File: config.mk
export PLATFORM = sky130hd
export DESIGN_NAME = imem_loader
export DESIGN_NICKNAME = d
export VERILOG_FILES = /design/src/rtl/imem_loader.sv
export SDC_FILE = /design/constraint.sdc
export NUM_CORES = 1
export LEC_CHECK = 0
export CORE_ASPECT_RATIO = 0.8
export CORE_MARGIN = 2
export CORE_UTILIZATION = 40
export DETAILED_ROUTE_END_ITERATION = 8
export PLACE_DENSITY_LB_ADDON = 0.15
export REMOVE_ABC_BUFFERS = 1
export SLEW_MARGIN = 0
export SYNTH_ARGS = -nofsm -noshare
export SYNTH_HDL_FRONTEND = slang
export SYNTH_SLANG_ARGS = --single-unit
export TNS_END_PERCENT = 20
File: constraint.sdc
create_clock -name clk -period 2.1 [get_ports clk]
set_clock_uncertainty 0.1 [all_clocks]
set_input_delay 0.63 -clock clk [delete_from_list [all_inputs] [get_ports clk]]
set_output_delay 0.63 -clock clk [all_outputs]
set_load 0.005 [all_outputs]
File: src/rtl/imem_loader.sv
// ---------------------------------------------------------------------------
// imem_loader
//
// Boot-time instruction-memory loader. A host streams bytes in over a
// valid/ready handshake. The first two bytes form a 16-bit big-endian word
// count N. The next 4*N bytes are packed MSB-first into 32-bit words and
// written to consecutive word addresses starting at 0. The processor is held
// in reset (cpu_reset_n=0) until the last word has been written.
//
// Handshake: a byte transfers on a rising clk edge where in_valid and
// in_ready are both 1. in_ready is a registered output, so the loader only
// counts a byte when it advertised readiness in that cycle. A byte that the
// host holds while in_ready=0 is therefore never counted twice.
//
// Ports
//   clk          system clock, rising-edge active
//   reset_n      asynchronous active-low reset
//   in_data      host byte
//   in_valid     in_data is valid
//   in_ready     loader accepts a byte this cycle
//   mem_we       instruction-memory write strobe, one cycle per word
//   mem_addr     word address of the write
//   mem_wdata    word to write
//   cpu_reset_n  active-low processor reset, released after a good load
//   done         load complete, sticky until reset
//   error        header count exceeds capacity, sticky until reset
//   state_dbg    current FSM state encoding, for observation only
// ---------------------------------------------------------------------------
module imem_loader #(
   parameter int ADDR_WIDTH = 8
) (
   input  logic                  clk,
   input  logic                  reset_n,
   input  logic [7:0]            in_data,
   input  logic                  in_valid,
   output logic                  in_ready,
   output logic                  mem_we,
   output logic [ADDR_WIDTH-1:0] mem_addr,
   output logic [31:0]           mem_wdata,
   output logic                  cpu_reset_n,
   output logic                  done,
   output logic                  error,
   output logic [2:0]            state_dbg
);

   typedef enum logic [2:0] {
      START  = 3'd0,
      HDR_HI = 3'd1,
      HDR_LO = 3'd2,
      DATA   = 3'd3,
      RUN    = 3'd4,
      ERROR  = 3'd5
   } state_t;

   // Memory capacity in words, wide enough to hold 2^ADDR_WIDTH itself.
   localparam logic [16:0] CAPACITY = 17'(1) << ADDR_WIDTH;

   state_t                state, state_nxt;
   logic [15:0]           count, count_nxt;
   // One bit wider than the address so that N = 2^ADDR_WIDTH can be reached.
   logic [ADDR_WIDTH:0]   word_cnt, word_cnt_nxt;
   logic [ADDR_WIDTH:0]   word_cnt_inc;
   logic [1:0]            byte_idx, byte_idx_nxt;
   // First three bytes of the word being assembled, oldest in the top byte.
   logic [23:0]           word_buf, word_buf_nxt;
   logic [15:0]           hdr_n;
   logic                  xfer;

   logic                  in_ready_nxt;
   logic                  mem_we_nxt;
   logic [ADDR_WIDTH-1:0] mem_addr_nxt;
   logic [31:0]           mem_wdata_nxt;
   logic                  cpu_reset_n_nxt;
   logic                  done_nxt;
   logic                  error_nxt;

   assign xfer         = in_valid && in_ready;
   assign hdr_n        = {count[15:8], in_data};
   assign word_cnt_inc = word_cnt + 1'b1;
   assign state_dbg    = state;

   // State and all outputs are registered together.
   always_ff @(posedge clk or negedge reset_n) begin
      if (!reset_n) begin
         state       <= START;
         count       <= '0;
         word_cnt    <= '0;
         byte_idx    <= '0;
         word_buf    <= '0;
         in_ready    <= 1'b0;
         mem_we      <= 1'b0;
         mem_addr    <= '0;
         mem_wdata   <= '0;
         cpu_reset_n <= 1'b0;
         done        <= 1'b0;
         error       <= 1'b0;
      end else begin
         state       <= state_nxt;
         count       <= count_nxt;
         word_cnt    <= word_cnt_nxt;
         byte_idx    <= byte_idx_nxt;
         word_buf    <= word_buf_nxt;
         in_ready    <= in_ready_nxt;
         mem_we      <= mem_we_nxt;
         mem_addr    <= mem_addr_nxt;
         mem_wdata   <= mem_wdata_nxt;
         cpu_reset_n <= cpu_reset_n_nxt;
         done        <= done_nxt;
         error       <= error_nxt;
      end
   end

   always_comb begin
      state_nxt       = state;
      count_nxt       = count;
      word_cnt_nxt    = word_cnt;
      byte_idx_nxt    = byte_idx;
      word_buf_nxt    = word_buf;
      in_ready_nxt    = in_ready;
      mem_we_nxt      = 1'b0;
      mem_addr_nxt    = mem_addr;
      mem_wdata_nxt   = mem_wdata;
      cpu_reset_n_nxt = cpu_reset_n;
      done_nxt        = done;
      error_nxt       = error;

      case (state)
         START: begin
            state_nxt    = HDR_HI;
            in_ready_nxt = 1'b1;
         end

         HDR_HI: begin
            if (xfer) begin
               count_nxt[15:8] = in_data;
               state_nxt       = HDR_LO;
            end
         end

         HDR_LO: begin
            if (xfer) begin
               count_nxt = hdr_n;
               if (hdr_n == 16'd0) begin
                  state_nxt       = RUN;
                  in_ready_nxt    = 1'b0;
                  cpu_reset_n_nxt = 1'b1;
                  done_nxt        = 1'b1;
               end else if ({1'b0, hdr_n} > CAPACITY) begin
                  state_nxt    = ERROR;
                  in_ready_nxt = 1'b0;
                  error_nxt    = 1'b1;
               end else begin
                  state_nxt    = DATA;
                  word_cnt_nxt = '0;
                  byte_idx_nxt = '0;
               end
            end
         end

         DATA: begin
            if (xfer) begin
               if (byte_idx == 2'd3) begin
                  mem_wdata_nxt = {word_buf, in_data};
                  mem_addr_nxt  = word_cnt[ADDR_WIDTH-1:0];
                  mem_we_nxt    = 1'b1;
                  word_cnt_nxt  = word_cnt_inc;
                  byte_idx_nxt  = 2'd0;
                  // Stop accepting at the same edge that takes the last byte.
                  if (17'(word_cnt_inc) == {1'b0, count}) begin
                     in_ready_nxt = 1'b0;
                  end
               end else begin
                  word_buf_nxt = {word_buf[15:0], in_data};
                  byte_idx_nxt = byte_idx + 2'd1;
               end
            end else if (!in_ready) begin
               // in_ready is only low in DATA during the final write cycle,
               // so this edge ends the last mem_we pulse.
               state_nxt       = RUN;
               cpu_reset_n_nxt = 1'b1;
               done_nxt        = 1'b1;
            end
         end

         RUN: begin
            in_ready_nxt    = 1'b0;
            cpu_reset_n_nxt = 1'b1;
            done_nxt        = 1'b1;
         end

         ERROR: begin
            in_ready_nxt    = 1'b0;
            cpu_reset_n_nxt = 1'b0;
            error_nxt       = 1'b1;
         end

         default: begin
            state_nxt = START;
         end
      endcase
   end

endmodule
==> results of run 1 <==
## logic make-up after synthesis
| kind of cell | share of synthesized area, % |
|---|---|
| fa+ha+maj | 0.584 |
| buf+inv | 2.04 |
| compound gates | 6.28 |
| mux | 22.1 |
| flops | 57.8 |
| xor+xnor | 2.04 |
| simple gates | 9.17 |
## worst register-to-register path: stages, from the launching register on
cell and delay (ps):
dfrtp_1 390, or4_4 510, or2_4 280, or3_4 360, a21boi_4 180, mux2_4 320
## state kept, by name, indices dropped and copies added (netlist names)
| name | flops |
|---|---|
| state_dbg | 3 |
| error | 1 |
| mem_wdata | 32 |
| word_cnt | 9 |
| cpu_reset_n | 1 |
| byte_idx | 2 |
| in_ready | 1 |
| done | 1 |
| count | 16 |
| mem_addr | 8 |
| word_buf | 24 |
| mem_we | 1 |
## area by class of cell
type	count	area share (%)
well taps	140	3.05
flip-flops and latches	99	43.2
inverters	3	0.196
multi-input cells	208	31.8
repair buffers	103	16.8
clock buffers	9	3.92
clock inverters	7	1.02
## cells in the mapped netlist, types with 2 or more instances
| cell type | instances | share of area (%) |
|---|---|---|
| dfrtp_1 | 99 | 58 |
| mux2_2 | 84 | 22 |
| nand2_1 | 15 | 1.3 |
| nor2_1 | 14 | 1.2 |
| a21oi_1 | 12 | 1.4 |
| clkbuf_1 | 11 | 0.96 |
| a31oi_1 | 8 | 1.2 |
| buf_2 | 7 | 0.82 |
| xnor2_1 | 7 | 1.4 |
| o21ai_0 | 6 | 0.70 |
| nand3_1 | 5 | 0.58 |
| or3_1 | 5 | 0.73 |
| and3_1 | 4 | 0.58 |
| nor3_1 | 4 | 0.47 |
| nor4_1 | 4 | 0.58 |
| inv_1 | 3 | 0.26 |
| nand2b_1 | 3 | 0.44 |
| xor2_1 | 3 | 0.61 |
| ha_1 | 2 | 0.58 |
| nand3b_1 | 2 | 0.35 |
| nand4_1 | 2 | 0.29 |
| nor3_2 | 2 | 0.47 |
| o311ai_0 | 2 | 0.41 |
| o31a_1 | 2 | 0.41 |
| or2_2 | 2 | 0.29 |
| or4_1 | 2 | 0.35 |
## report_power, final
| group | total (mW) | switching, mW | internal [mW] |
|---|---|---|---|
| clock network | 1.57 | 0.744 | 0.822 |
| logic | 0.0916 | 0.0568 | 0.0347 |
| registers | 1.91 | 0 | 1.91 |
| total | 3.56 | 0.801 | 2.76 |
## through the flow
step,setup slack [ps],power [mW]
after global routing,-205,3.70
after CTS,-158,3.62
after global placement,-983,2.04
after detailed placement,-1020,2.04
final,-171,3.56
after floorplan,-1570,1.95
## how the worst max path moves through the flow
stage	cells after the start	to	slack, ps	from
4_1_cts	6	byte_idx[1]	-160	in_data[2]
3_5_place_dp	6	byte_idx[1]	-1020	in_data[5]
3_3_place_gp	6	byte_idx[0]	-980	in_data[5]
2_1_floorplan	5	word_cnt[5]	-1570	state_dbg[0]
5_1_grt	5	byte_idx[0]	-200	count[12]
6_report	6	byte_idx[1]	-170	in_data[4]
## metal layers
metal / wire length, µm / share of wire [%] / up-vias
li1: - / - / 1390
met4: 103 / 1.1 / 0
met2: 4060 / 45 / 72
met1: 4380 / 49 / 1475
met3: 439 / 4.9 / 11
met5: 0 / 0 / -
## timing repair
action	in CTS	in global routing
setup buffers	2	2
resized for setup	46	12
endpoints found under the setup margin	21	51
pin swaps	5	5
==> flow_metrics.py, run 1 <==
metrics = {
    "run_status": {
        "outcome": "finished, violations left",
        "violations": "negative setup slack",
    },
    "clock_network": {
        "clk_pin_slew_ps": 70,
        "clock-sinks": 99,
        "cts_tree": "built",
        "ctsHoldBuffers": 0,
        "clock_latency_ps": 340,
        "cts_htree_levels": 3,
        "clk_path_buf_depth": 2,
        "root_buffer": "clkbuf_16",
        "cts_made_buffers": 9,
    },
    "finish": {
        "utilization_pct": 55.6,
        "syn2layout_area_growth_pct": 34.0,
        "final.fill_count": 879,
        "final_cell_mix": "dfrtp_1, mux2_2, clkdlybuf4s50_1, buf_4, nand2_1",
        "stdcell_count": 569,
        "layout.nets": 437,
        "design_area_um2": 5740,
        "regArea_um2": 2480,
        "layout_commonest_cell": "dfrtp_1",
        "drive_above_1_share_pct": 40.6,
        "multiInputGateArea_um2": 1830,
        "antenna_cells": 0,
    },
    "synthesis": {
        "ys_types": 44,
        "async_flop_share_pct": 100,
        "syn_inst": 328,
        "syn_area_per_cell_um2": 13.1,
        "synth_flop_cell": "dfrtp_1",
        "seq_area_frac_synth_pct": 57.8,
        "synth_warnings": 0,
        "ys_ff_latch": 99,
        "netlist_area_um2": 4290,
        "synth_edf_count": 0,
    },
    "worst_setup_path": {
        "worst_path_max_delay_cell": "or4_4",
        "rr_endpoint": "byte_idx[1]",
        "r2r-start": "count[11]",
        "r2r_slack_ps": -150,
        "worstPathArrival_ps": 2400,
        "end_kind": "flop",
        "crit_type": "in2reg",
        "crit_chain": "clkdlybuf4s15_1 -> or4_4 -> o21a_4 -> or3_4 -> a21boi_4 -> mux2_4",
        "cp_num_buf_inv": 1,
        "path_max_fanout": 2,
        "required_ps": 2230,
        "start_kind": "input pin",
        "r2r_cells": 5,
        "slowest_delay_ps": 440,
        "cp_top_family": "simple AND/OR/NAND/NOR gates",
    },
    "timing": {
        "hold_viol": 0,
        "fin_tns_setup_ps": -749,
        "max_freq_mhz": 440,
        "rsz0062_at_grt": "true",
        "max_slew_margin_pct": 74.8,
        "worst_slew_pin_slew_ps": 373,
        "setup_slack_ps": -171,
        "period_minus_slack_ps": 2270,
        "setup_viol": 13,
        "drv_slew": 0,
        "post-route-period-util_pct": 108,
        "holdWs_ps": 61.7,
    },
    "detailed_routing": {
        "wirelength_um": 8980,
        "drtIter0Drc": 201,
        "antenna_left": 0,
        "drc_errors": 0,
        "vias": 2948,
        "wl_per_cell_um": 15.8,
        "first_pass_iters": 4,
        "vias_per_cell": 5.18,
    },
    "place": {
        "numPortBuffers": 58,
        "hpwl_um": 6390,
        "gp_congestion": 0.864,
        "dpl-instance-area_um2": 5330,
        "dpl.cell_count": 549,
    },
    "floorplanning": {
        "start_util_pct": 41.5,
        "die_area_um2": 11600,
        "io-pin-count": 59,
        "coreArea_um2": 10300,
        "num_rows": 33,
        "dieWidth_um": 120,
        "fp.dieH_um": 96.6,
    },
    "global_route": {
        "grt.met2_usage_pct": 26.8,
        "grt_first_pass_wirelength_um": 15500,
        "grt_overflow_total": 0,
        "use_met3_pct": 4.17,
        "grt_use_met1_pct": 23.8,
        "grt_use_total_pct": 17.1,
        "antenna_found_initial": 0,
        "grt_max_degree": 43,
        "first_global_vias": 3052,
        "grt_busiest_layer": "met2",
    },
    "power": {
        "peakVddDrop_mv": 0.366,
        "p_per_area_nw_per_um2": 621,
        "total_leakage_power_nw": 2.74,
    },
    "worst_hold_path": {
        "min_path_type": "in2async",
    },
    "flow_run": {
        "maxCapViolCount": 0,
    },
}
Power figures use the tool's default switching activity.
==> inputs of run 2 (changes only) <==
CAP_MARGIN = 0   (was not set)
==> results of run 2 <==
No change in the layout: final DEF, timing and power equal those of run 1.
==> inputs of run 3 (changes only) <==
CAP_MARGIN = 25   (was 0)
==> results of run 3 <==
No change in the layout: final DEF, timing and power equal those of run 1.
